File: src/rtl/rob_retire_ctrl.sv
// rob_retire_ctrl: in-order retirement controller at the ROB dequeue end.
// Retires at most one head entry per cycle. A completed entry is written to
// the architectural register file. An excepting entry is dropped and raises a
// one-cycle flush request; retirement then holds off until flush_done.
// Optional feature macro: RETIRE_PERF_CTR_EN adds the retired_count port.
module rob_retire_ctrl #(
    parameter int DATA_WIDTH  = 32,
    parameter int ARCH_REG_W  = 5,
    parameter int N_ENTRIES   = 8,
    localparam int PTR_WIDTH   = $clog2(N_ENTRIES),
    localparam int ENTRY_WIDTH = DATA_WIDTH + ARCH_REG_W + 3
) (
    input  logic                   clk,
    input  logic                   rst_aL,
    input  logic                   deq_valid,
    output logic                   deq_ready,
    input  logic [ENTRY_WIDTH-1:0] deq_data,
    input  logic [PTR_WIDTH-1:0]   deq_addr,
    output logic                   arf_we,
    output logic [ARCH_REG_W-1:0]  arf_waddr,
    output logic [DATA_WIDTH-1:0]  arf_wdata,
    output logic [PTR_WIDTH-1:0]   arf_rob_id,
    output logic                   flush_valid,
    output logic [PTR_WIDTH-1:0]   flush_rob_id,
    input  logic                   flush_done
`ifdef RETIRE_PERF_CTR_EN
    ,
    output logic [31:0]            retired_count
`endif
);

    localparam logic ST_RUN   = 1'b0;
    localparam logic ST_FLUSH = 1'b1;

    // Head entry field decode
    logic                  ent_done;
    logic                  ent_exc;
    logic                  ent_has_dst;
    logic [ARCH_REG_W-1:0] ent_dst;
    logic [DATA_WIDTH-1:0] ent_result;

    assign ent_done    = deq_data[0];
    assign ent_exc     = deq_data[1];
    assign ent_has_dst = deq_data[2];
    assign ent_dst     = deq_data[ARCH_REG_W+2:3];
    assign ent_result  = deq_data[ENTRY_WIDTH-1:ARCH_REG_W+3];

    logic                  state_q,        state_d;
    logic                  arf_we_q,       arf_we_d;
    logic [ARCH_REG_W-1:0] arf_waddr_q,    arf_waddr_d;
    logic [DATA_WIDTH-1:0] arf_wdata_q,    arf_wdata_d;
    logic [PTR_WIDTH-1:0]  arf_rob_id_q,   arf_rob_id_d;
    logic                  flush_valid_q,  flush_valid_d;
    logic [PTR_WIDTH-1:0]  flush_rob_id_q, flush_rob_id_d;
    logic                  pop;

    // Pop handshake: only in RUN, and only when the head has completed.
    // flush_done deliberately does not feed this path.
    always_comb begin
        deq_ready = (state_q == ST_RUN) && deq_valid && ent_done;
        pop       = deq_valid && deq_ready;
    end

    // Next-state and registered-output computation
    always_comb begin
        state_d        = state_q;
        arf_we_d       = 1'b0;
        arf_waddr_d    = arf_waddr_q;
        arf_wdata_d    = arf_wdata_q;
        arf_rob_id_d   = arf_rob_id_q;
        flush_valid_d  = 1'b0;
        flush_rob_id_d = flush_rob_id_q;
        case (state_q)
            ST_RUN: begin
                if (pop) begin
                    if (ent_exc) begin
                        // Excepting entry: no writeback, request a flush
                        flush_valid_d  = 1'b1;
                        flush_rob_id_d = deq_addr;
                        state_d        = ST_FLUSH;
                    end else begin
                        // x0 writes are passed through; the ARF discards them
                        arf_we_d     = ent_has_dst;
                        arf_waddr_d  = ent_dst;
                        arf_wdata_d  = ent_result;
                        arf_rob_id_d = deq_addr;
                    end
                end
            end
            default: begin
                if (flush_done) begin
                    state_d = ST_RUN;
                end
            end
        endcase
    end

    // State and output registers
    always_ff @(posedge clk or negedge rst_aL) begin
        if (!rst_aL) begin
            state_q        <= ST_RUN;
            arf_we_q       <= 1'b0;
            arf_waddr_q    <= '0;
            arf_wdata_q    <= '0;
            arf_rob_id_q   <= '0;
            flush_valid_q  <= 1'b0;
            flush_rob_id_q <= '0;
        end else begin
            state_q        <= state_d;
            arf_we_q       <= arf_we_d;
            arf_waddr_q    <= arf_waddr_d;
            arf_wdata_q    <= arf_wdata_d;
            arf_rob_id_q   <= arf_rob_id_d;
            flush_valid_q  <= flush_valid_d;
            flush_rob_id_q <= flush_rob_id_d;
        end
    end

    assign arf_we       = arf_we_q;
    assign arf_waddr    = arf_waddr_q;
    assign arf_wdata    = arf_wdata_q;
    assign arf_rob_id   = arf_rob_id_q;
    assign flush_valid  = flush_valid_q;
    assign flush_rob_id = flush_rob_id_q;

`ifdef RETIRE_PERF_CTR_EN
    logic [31:0] retired_count_q, retired_count_d;

    // Count every pop, excepting ones included; wraps naturally
    always_comb begin
        retired_count_d = retired_count_q + {31'd0, pop};
    end

    // Performance counter register
    always_ff @(posedge clk or negedge rst_aL) begin
        if (!rst_aL) begin
            retired_count_q <= '0;
        end else begin
            retired_count_q <= retired_count_d;
        end
    end

    assign retired_count = retired_count_q;
`endif

endmodule

File: config.mk
export PLATFORM = sky130hd
export DESIGN_NAME = rob_retire_ctrl
export DESIGN_NICKNAME = d
export VERILOG_FILES = /design/src/rtl/rob_retire_ctrl.sv
export SDC_FILE = /design/constraint.sdc
export NUM_CORES = 1
export LEC_CHECK = 0
export BUFFER_PORTS_ARGS = -buffer_cell sky130_fd_sc_hd__buf_2
export CAP_MARGIN = 20
export CORE_MARGIN = 1.5
export CORE_UTILIZATION = 35
export DETAILED_ROUTE_END_ITERATION = 10
export GPL_ROUTABILITY_DRIVEN = 0
export GPL_TIMING_DRIVEN = 0
export SLEW_MARGIN = 10
export SYNTH_ARGS = -nofsm -noshare
export SYNTH_HDL_FRONTEND = slang
export SYNTH_SLANG_ARGS = --single-unit
File: constraint.sdc
create_clock -name clk -period 1.71 [get_ports clk]
set_input_delay 0.2565 -clock clk [delete_from_list [all_inputs] [get_ports clk]]
set_output_delay 0.2565 -clock clk [all_outputs]
set_load 0.01 [all_outputs]
* Word level (Yosys, flattened, before mapping)
Index checks and enable logic that the tools add are counted.
Cells by class: mux-type cells 8, bitwise gates (word level) 2, reduce and logical (&&, ||, !) cells 5
Operators by type and width (number):
- two-way mux 1 bit | 8
- AND reduction 3 bit | 2
- logical AND 1 bit | 3
- NOT 1 bit | 2
Word-level totals: register bits 46, bits of input ports 47, output and inout port bits 46, word-level logic and storage cells 22

* Depth between registers and ports, before layout
Gate-level depths: netlist (run 1).
depth in word-level cells 6, gate-level depth with buffers 3

* Least setup slack after synthesis (run 1)
No wires, ideal clock.
kind flip-flop to flip-flop, start point register state_q, end point register arf_rob_id_q[0], in the netlist arf_rob_id[0], data arrival time 1.253 ns, data required time 1.585 ns, slack 0.332 ns, cell stages (with the launch flop) 4, cells stage by stage dfrtp_1 and4bb_4 buf_12 mux2_4
On the way: longest elaborated chain between the ends 5
RTL lines:
- from (decl) | RTL line 48 | logic state_q, state_d;
- from (signal assigned) | RTL line 109 | state_q <= state_d;
- NOT 1 bit (no source line) *
- logical AND 1 bit (2 in a row) | RTL line 60 | deq_ready = (state_q == ST_RUN) && deq_valid && ent_done;
- logical AND 1 bit | RTL line 61 | pop = deq_valid && deq_ready;
- AND reduction 3 bit (no source line) *
- to (signal assigned) | RTL line 113 | arf_rob_id_q <= arf_rob_id_d;
- to (decl) | RTL line 52 | logic [PTR_WIDTH-1:0] arf_rob_id_q, arf_rob_id_d;
Mark *: on every way between the ends. The rest lies on a longest branch, timed or not. A chain may end at the register's enable or synchronous reset.

* Final worst setup path (run 1)
start point register state_q, end point register arf_wdata_q[6], in the netlist arf_wdata[6]
On the way: longest elaborated chain between the ends 5
RTL lines:
- NOT 1 bit (no source line) *
- logical AND 1 bit (2 in a row) | RTL line 60
- logical AND 1 bit | RTL line 61
- AND reduction 3 bit (no source line) *
- to (signal assigned) | RTL line 112 | arf_wdata_q <= arf_wdata_d;
- to (decl) | RTL line 51 | logic [DATA_WIDTH-1:0] arf_wdata_q, arf_wdata_d;
Marked as above.

==> impl_metrics.toml, run 1 <==
[synthesis]
synth.area.top_cells = "dfrtp_1, mux2_4, buf_12, mux2_2, and4bb_4"
synth_mux_area_frac = 0.331
synth-simple-area-share = 0.0215
syn_nets = 148
yosys.area_share.adder = 0
synth_warnings = 0
synth_seq_cells = 46
synthCells = 101
synth.top_cell.area_share = 0.600
synth_top_family_by_area = "multiplexers"
synth_compound_area_frac = 0.00261
syn_area_per_cell_um2 = 19.0
yosysSeqAreaShare = 0.600
synth-xor-area-share = 0
synth.largest_area_cell = "dfrtp_1"
netlist_area_um2 = 1920
synth.distinct_cells = 11

[global_route]
grt_antenna_before_repair = 0
grt.total_usage = 0.135
grt_max_degree = 47
grt-ovfl-total = 0
grt_pass1_vias = 1307
grt_pass1_wl_um = 6220

[critical_path]
crit_arrival_ps = 1640
slowest_stage = "and4bb_4"
cp_cell_sequence = "and4bb_4 > buf_12 > mux2_4"
startpoint_type = "flop"
ff2ff_path_depth = 3
crit_type = "flop to flop"
rrSetupSlack_ps = 240
cp-end-kind = "flop"
max_stage_delay_ps = 450
path_max_fanout = 10
required_ps = 1890

[sta]
rsz0062_at_grt = "false"
relSlewSlack = 0.710
layout_min_cycle_time_ps = 1470
fin_worst_skew_ps = 10.5
finalMaxSlewViolations = 0
setup_viol_count_final = 0
finalHoldViolCount = 0
clock.fmax_mhz = 681
worst_slew_pin_slew_ps = 436
post-route-period-util = 0.859
tns_ps = 0

[die]
ios = 93
die-height_um = 77.1
core.rowCount = 26
dieArea_um2 = 5940
die_x_um = 77.1
core_um2 = 5200
initial_core_util = 0.369

[outcome]
status = "finished clean"

[clock_tree]
clkTransAtPathRegs_ps = 90
root_buffer = "clkbuf_8"
h-tree-depth = 2
clock_latency_ps = 300
cts_tree = "yes"
cts_buffers = 5
cts_max_path_buffers = 2
clock-sinks = 46
cts_setup_buffers = 0

[layout]
diodes = 0
drive_gt1_frac = 0.734
final_cell_area_um2 = 2590
area_delta_synth_final_pct = 35.0
final_nets = 249
final.fill_count = 478
layout.cells.non_filler = 273

[place]
dp_hpwl_um = 2790
io_buffers = 92
dp.cells = 263
place_area_um2 = 2470

[routing]
wl_per_cell_um = 14.2
drt-total-wl_um = 3880
routed_via_density = 4.38
dr.first_iter.drc_count = 38
drtPass1Iterations = 3
drc = 0
dr_total_vias = 1195
ant_nets = 0

[power]
ir_drop_v = 0.000470
powerDensity_nw_per_um2 = 1160
p_total_mw = 3.00
leakage_nw = 1.33

[worst_hold_path]
min_path_cells = 2
hold_path_class = "primary input to flop"

[job]
cap_violations = 0
[placed cells by master, fill, tap and decap left out]
cell and count:
buf_2 92, dfrtp_1 46, mux2_4 40, buf_12 5
clkbuf_8 5, mux2_2 3, inv_1 2, nand2_1 1
nor2_1 1, nand4b_1 1, o21ai_0 1, nor4b_1 1
and4bb_4 1, clkinvlp_4 1, clkinv_4 1, inv_6 1
dlygate4sd3_1 1
[path summary, 6_finish.rpt]
kind | from | end
worst max-delay path | state_q$_DFF_PN0_ | arf_wdata[6]$_DFFE_PN0P_
min in group asynchronous | rst_aL | arf_wdata[26]$_DFFE_PN0P_
worst min-delay path | flush_done | state_q$_DFF_PN0_
worst min register to register | state_q$_DFF_PN0_ | arf_we$_DFF_PN0_
worst max register to register | state_q$_DFF_PN0_ | arf_wdata[6]$_DFFE_PN0P_
max in group asynchronous | rst_aL | arf_wdata[16]$_DFFE_PN0P_
[layer usage]
layer | GRT usage | part of all wire
met1 | 0.158 | 0.44
met2 | 0.234 | 0.48
met3 | 0.0500 | 0.080
met4 | 0.0327 | 0.0023
met5 | 0 | 0
[synthesized netlist by cell type]
cell,count
buf_12,4
mux2_4,40
nand4b_1,1
and4bb_4,1
nor2_1,1
inv_1,2
dfrtp_1,46
nor4b_1,1
nand2_1,1
mux2_2,3
o21ai_0,1
[power by group]
part / internal, mW / total (mW) / switching (mW)
clock: 0.295 / 0.677 / 0.382
sequential: 1.33 / 1.46 / 0.135
combinational: 0.526 / 0.863 / 0.338
[cell type report]
cell class                 instances  area (um^2)  share of cell area
inverter                           2         7.51             0.00290
tap                               70         87.6              0.0338
buffer                             4         80.1              0.0309
timing repair buffer              94          490               0.189
multi-input combinational         49          681               0.263
clock buffer                       5         68.8              0.0266
sequential                        46         1150               0.444
clock inverter                     3         25.0             0.00966
[sequential cells by signal (all words and copies together), names as in the netlist]
register	flops
arf_rob_id	3
arf_waddr	5
arf_wdata	32
arf_we	1
flush_rob_id	3
flush_valid	1
state_q	1
[what timing repair did]
action / CTS / global route
hold buffers: 0 / 1
hold endpoints to repair: 0 / 18
gates resized for setup: 0 / 0
[worst max-delay path: cells and delay by family, from the launching register on]
kind | cells | cell delay [ps]
simple gates | 1 | 450
flops | 1 | 420
buf+inv | 1 | 170
mux | 1 | 300
[per-stage QoR]
step	utilization	hold WS [ps]	setup WS [ps]
after detailed placement	0.474	450	254
final	0.498	128	241
after global routing	0.498	137	206
after CTS	0.492	122	236
after global placement	0.474	444	272
after floorplan	-	-39.1	332
[kinds of logic (layout without fill, tap and decap cells)]
group,count (synthesis),in the layout
muxes,43,43
and+or+nand+nor,5,5
buffers and inverters,6,108
DFF,46,46
AOI/OAI and AO/OA,1,1
Power figures use the tool's default switching activity.
==> run 2, diff against run 1 <==
--- a/config.mk
+++ b/config.mk
@@ -5,11 +5,10 @@
 export SDC_FILE = /design/constraint.sdc
 export NUM_CORES = 1
 export LEC_CHECK = 0
-export BUFFER_PORTS_ARGS = -buffer_cell sky130_fd_sc_hd__buf_2
 export CAP_MARGIN = 20
-export CORE_MARGIN = 1.5
 export CORE_UTILIZATION = 35
 export DETAILED_ROUTE_END_ITERATION = 10
+export DONT_BUFFER_PORTS = 1
 export GPL_ROUTABILITY_DRIVEN = 0
 export GPL_TIMING_DRIVEN = 0
 export SLEW_MARGIN = 10
==> run 2 against run 1 <==
Critical path depth did not move. Worst setup slack got worse by 17 ps. Hold slack got worse by 79 ps. Flip-flop and latch count did not move. Final cell count fell by 34%. Non-clock buffer count fell by 92. Clock-buffer cell count rose by 2. Largest cell class unchanged.
==> impl_metrics.toml, run 2 (same netlist as run 1, synthesis figures left out) <==
[die]
initial_core_util = 0.369
dieArea_um2 = 5780
die-height_um = 76.1
ios = 93
core.rowCount = 26
core_um2 = 5200
die_x_um = 76.1

[layout]
layout_commonest_cell = "dfrtp_1"
area_delta_synth_final_pct = 11.3
final_cell_area_um2 = 2140
final_cell_mix = "dfrtp_1, mux2_4, clkbuf_8"
largest_register_ffs = 32
diodes = 0
final_nets = 157
drive_gt1_frac = 0.505
final.fill_count = 485

[critical_path]
cp_cell_sequence = "and4bb_4 > buf_12 > mux2_4"
ff2ff_path_depth = 3
slowest_stage = "and4bb_4"
path_buf_inv = 1
path_max_fanout = 10
rrSetupSlack_ps = 220
crit_family = "simple AND/OR/NAND/NOR gates"
crit_type = "flop to flop"
max_stage_delay_ps = 470
path_depth = 3
startpoint_type = "flop"
cp-end-kind = "flop"
required_ps = 1890
crit_arrival_ps = 1660

[worst_hold_path]
hold_path_class = "primary input to flop"
min_path_cells = 1

[sta]
fin_worst_skew_ps = 1.65
post-route-period-util = 0.869
relSlewSlack = 0.731
tns_ps = 0
rsz0062_at_grt = "false"
clock.fmax_mhz = 673
worst_slew_pin_slew_ps = 398
layout_min_cycle_time_ps = 1490
finalMaxSlewViolations = 0
finalHoldViolCount = 0
setup_viol_count_final = 0

[clock_tree]
cts_buffers = 5
h-tree-depth = 2
clock-sinks = 46
cts_setup_buffers = 0
cts_tree = "yes"
clkTransAtPathRegs_ps = 80
root_buffer = "clkbuf_8"
clock_latency_ps = 290
cts_max_path_buffers = 2

[routing]
drtPass1Iterations = 2
routed_via_density = 4.71
dr.first_iter.drc_count = 14
drt-total-wl_um = 3390
drc = 0
ant_nets = 0
wl_per_cell_um = 18.7
dr_total_vias = 853

[power]
ir_drop_v = 0.000524
leakage_nw = 0.968
powerDensity_nw_per_um2 = 1280

[place]
io_buffers = 0
dp_hpwl_um = 2420
place_area_um2 = 2010

[job]
cap_violations = 0

[global_route]
grt_pass1_wl_um = 5540
grt-ovfl-total = 0
grt_max_degree = 47
grt.total_usage = 0.125
grt_pass1_vias = 1003
grt_antenna_before_repair = 0

[outcome]
status = "finished clean"
[run 2: cell types whose count changed in the layout (fill, tap and decap cells not counted)]
| cell | before | now |
|---|---|---|
| clkinv_2 | 0 | 1 |
| buf_16 | 0 | 1 |
| clkinv_4 | 1 | 0 |
| clkbuf_8 | 5 | 6 |
| clkbuf_1 | 0 | 1 |
| buf_2 | 92 | 0 |
| inv_6 | 1 | 0 |
| buf_12 | 5 | 4 |
| clkinvlp_4 | 1 | 0 |
[run 2: worst paths after layout]
| kind | from | endpoint |
|---|---|---|
| hold reg to reg | state_q$_DFF_PN0_ | arf_we$_DFF_PN0_ |
| setup reg to reg | state_q$_DFF_PN0_ | arf_wdata[9]$_DFFE_PN0P_ |
| min in group asynchronous | rst_aL | arf_wdata[9]$_DFFE_PN0P_ |
| hold / removal | deq_data[1] | arf_we$_DFF_PN0_ |
| max in group asynchronous | rst_aL | arf_waddr[2]$_DFFE_PN0P_ |
| setup / recovery | state_q$_DFF_PN0_ | arf_wdata[9]$_DFFE_PN0P_ |
[run 2: timing repair]
action	CTS	global route
endpoints found under the hold margin	46	0
hold buffers	2	0
resized for setup	0	0
[run 2: power breakdown]
group	total, mW	leakage (nW)	switching (mW)	internal [mW]
registers	1.62	0.551	0.295	1.33
clock network	0.665	0.0482	0.338	0.326
logic	0.444	0.369	0.113	0.331
total	2.73	0.968	0.746	1.99
[run 2: final cells by class]
type / instances / area (um^2) / share of cell area
multi-input combinational: 49 / 681 / 0.319
tap: 70 / 87.6 / 0.0410
sequential: 46 / 1150 / 0.539
clock buffer: 7 / 86.3 / 0.0404
buffer: 4 / 80.1 / 0.0375
timing repair buffer: 2 / 37.5 / 0.0176
clock inverter: 1 / 5.00 / 0.00234
inverter: 2 / 7.51 / 0.00351
[run 2: through the flow]
| step | instances | total power, mW | hold WS, ps | util | setup WS [ps] |
|---|---|---|---|---|---|
| 2_1_floorplan | 101 | 1.97 | -39.1 | - | 332 |
| 3_3_place_gp | 171 | 2.04 | -37.9 | 0.386 | 259 |
| 3_5_place_dp | 171 | 2.06 | -37.8 | 0.386 | 224 |
| 4_1_cts | 181 | 2.78 | 41.0 | 0.410 | 213 |
| 5_1_grt | 181 | 2.89 | 29.2 | 0.410 | 189 |
| 6_report | 181 | 2.73 | 48.3 | 0.410 | 224 |
[run 2: per-layer routing]
layer	up-vias	routed length (um)	track usage
li1	369	-	-
met1	419	1350	0.150
met2	60	1610	0.195
met3	5	373	0.0623
met4	0	51	0.0462
met5	-	0	0
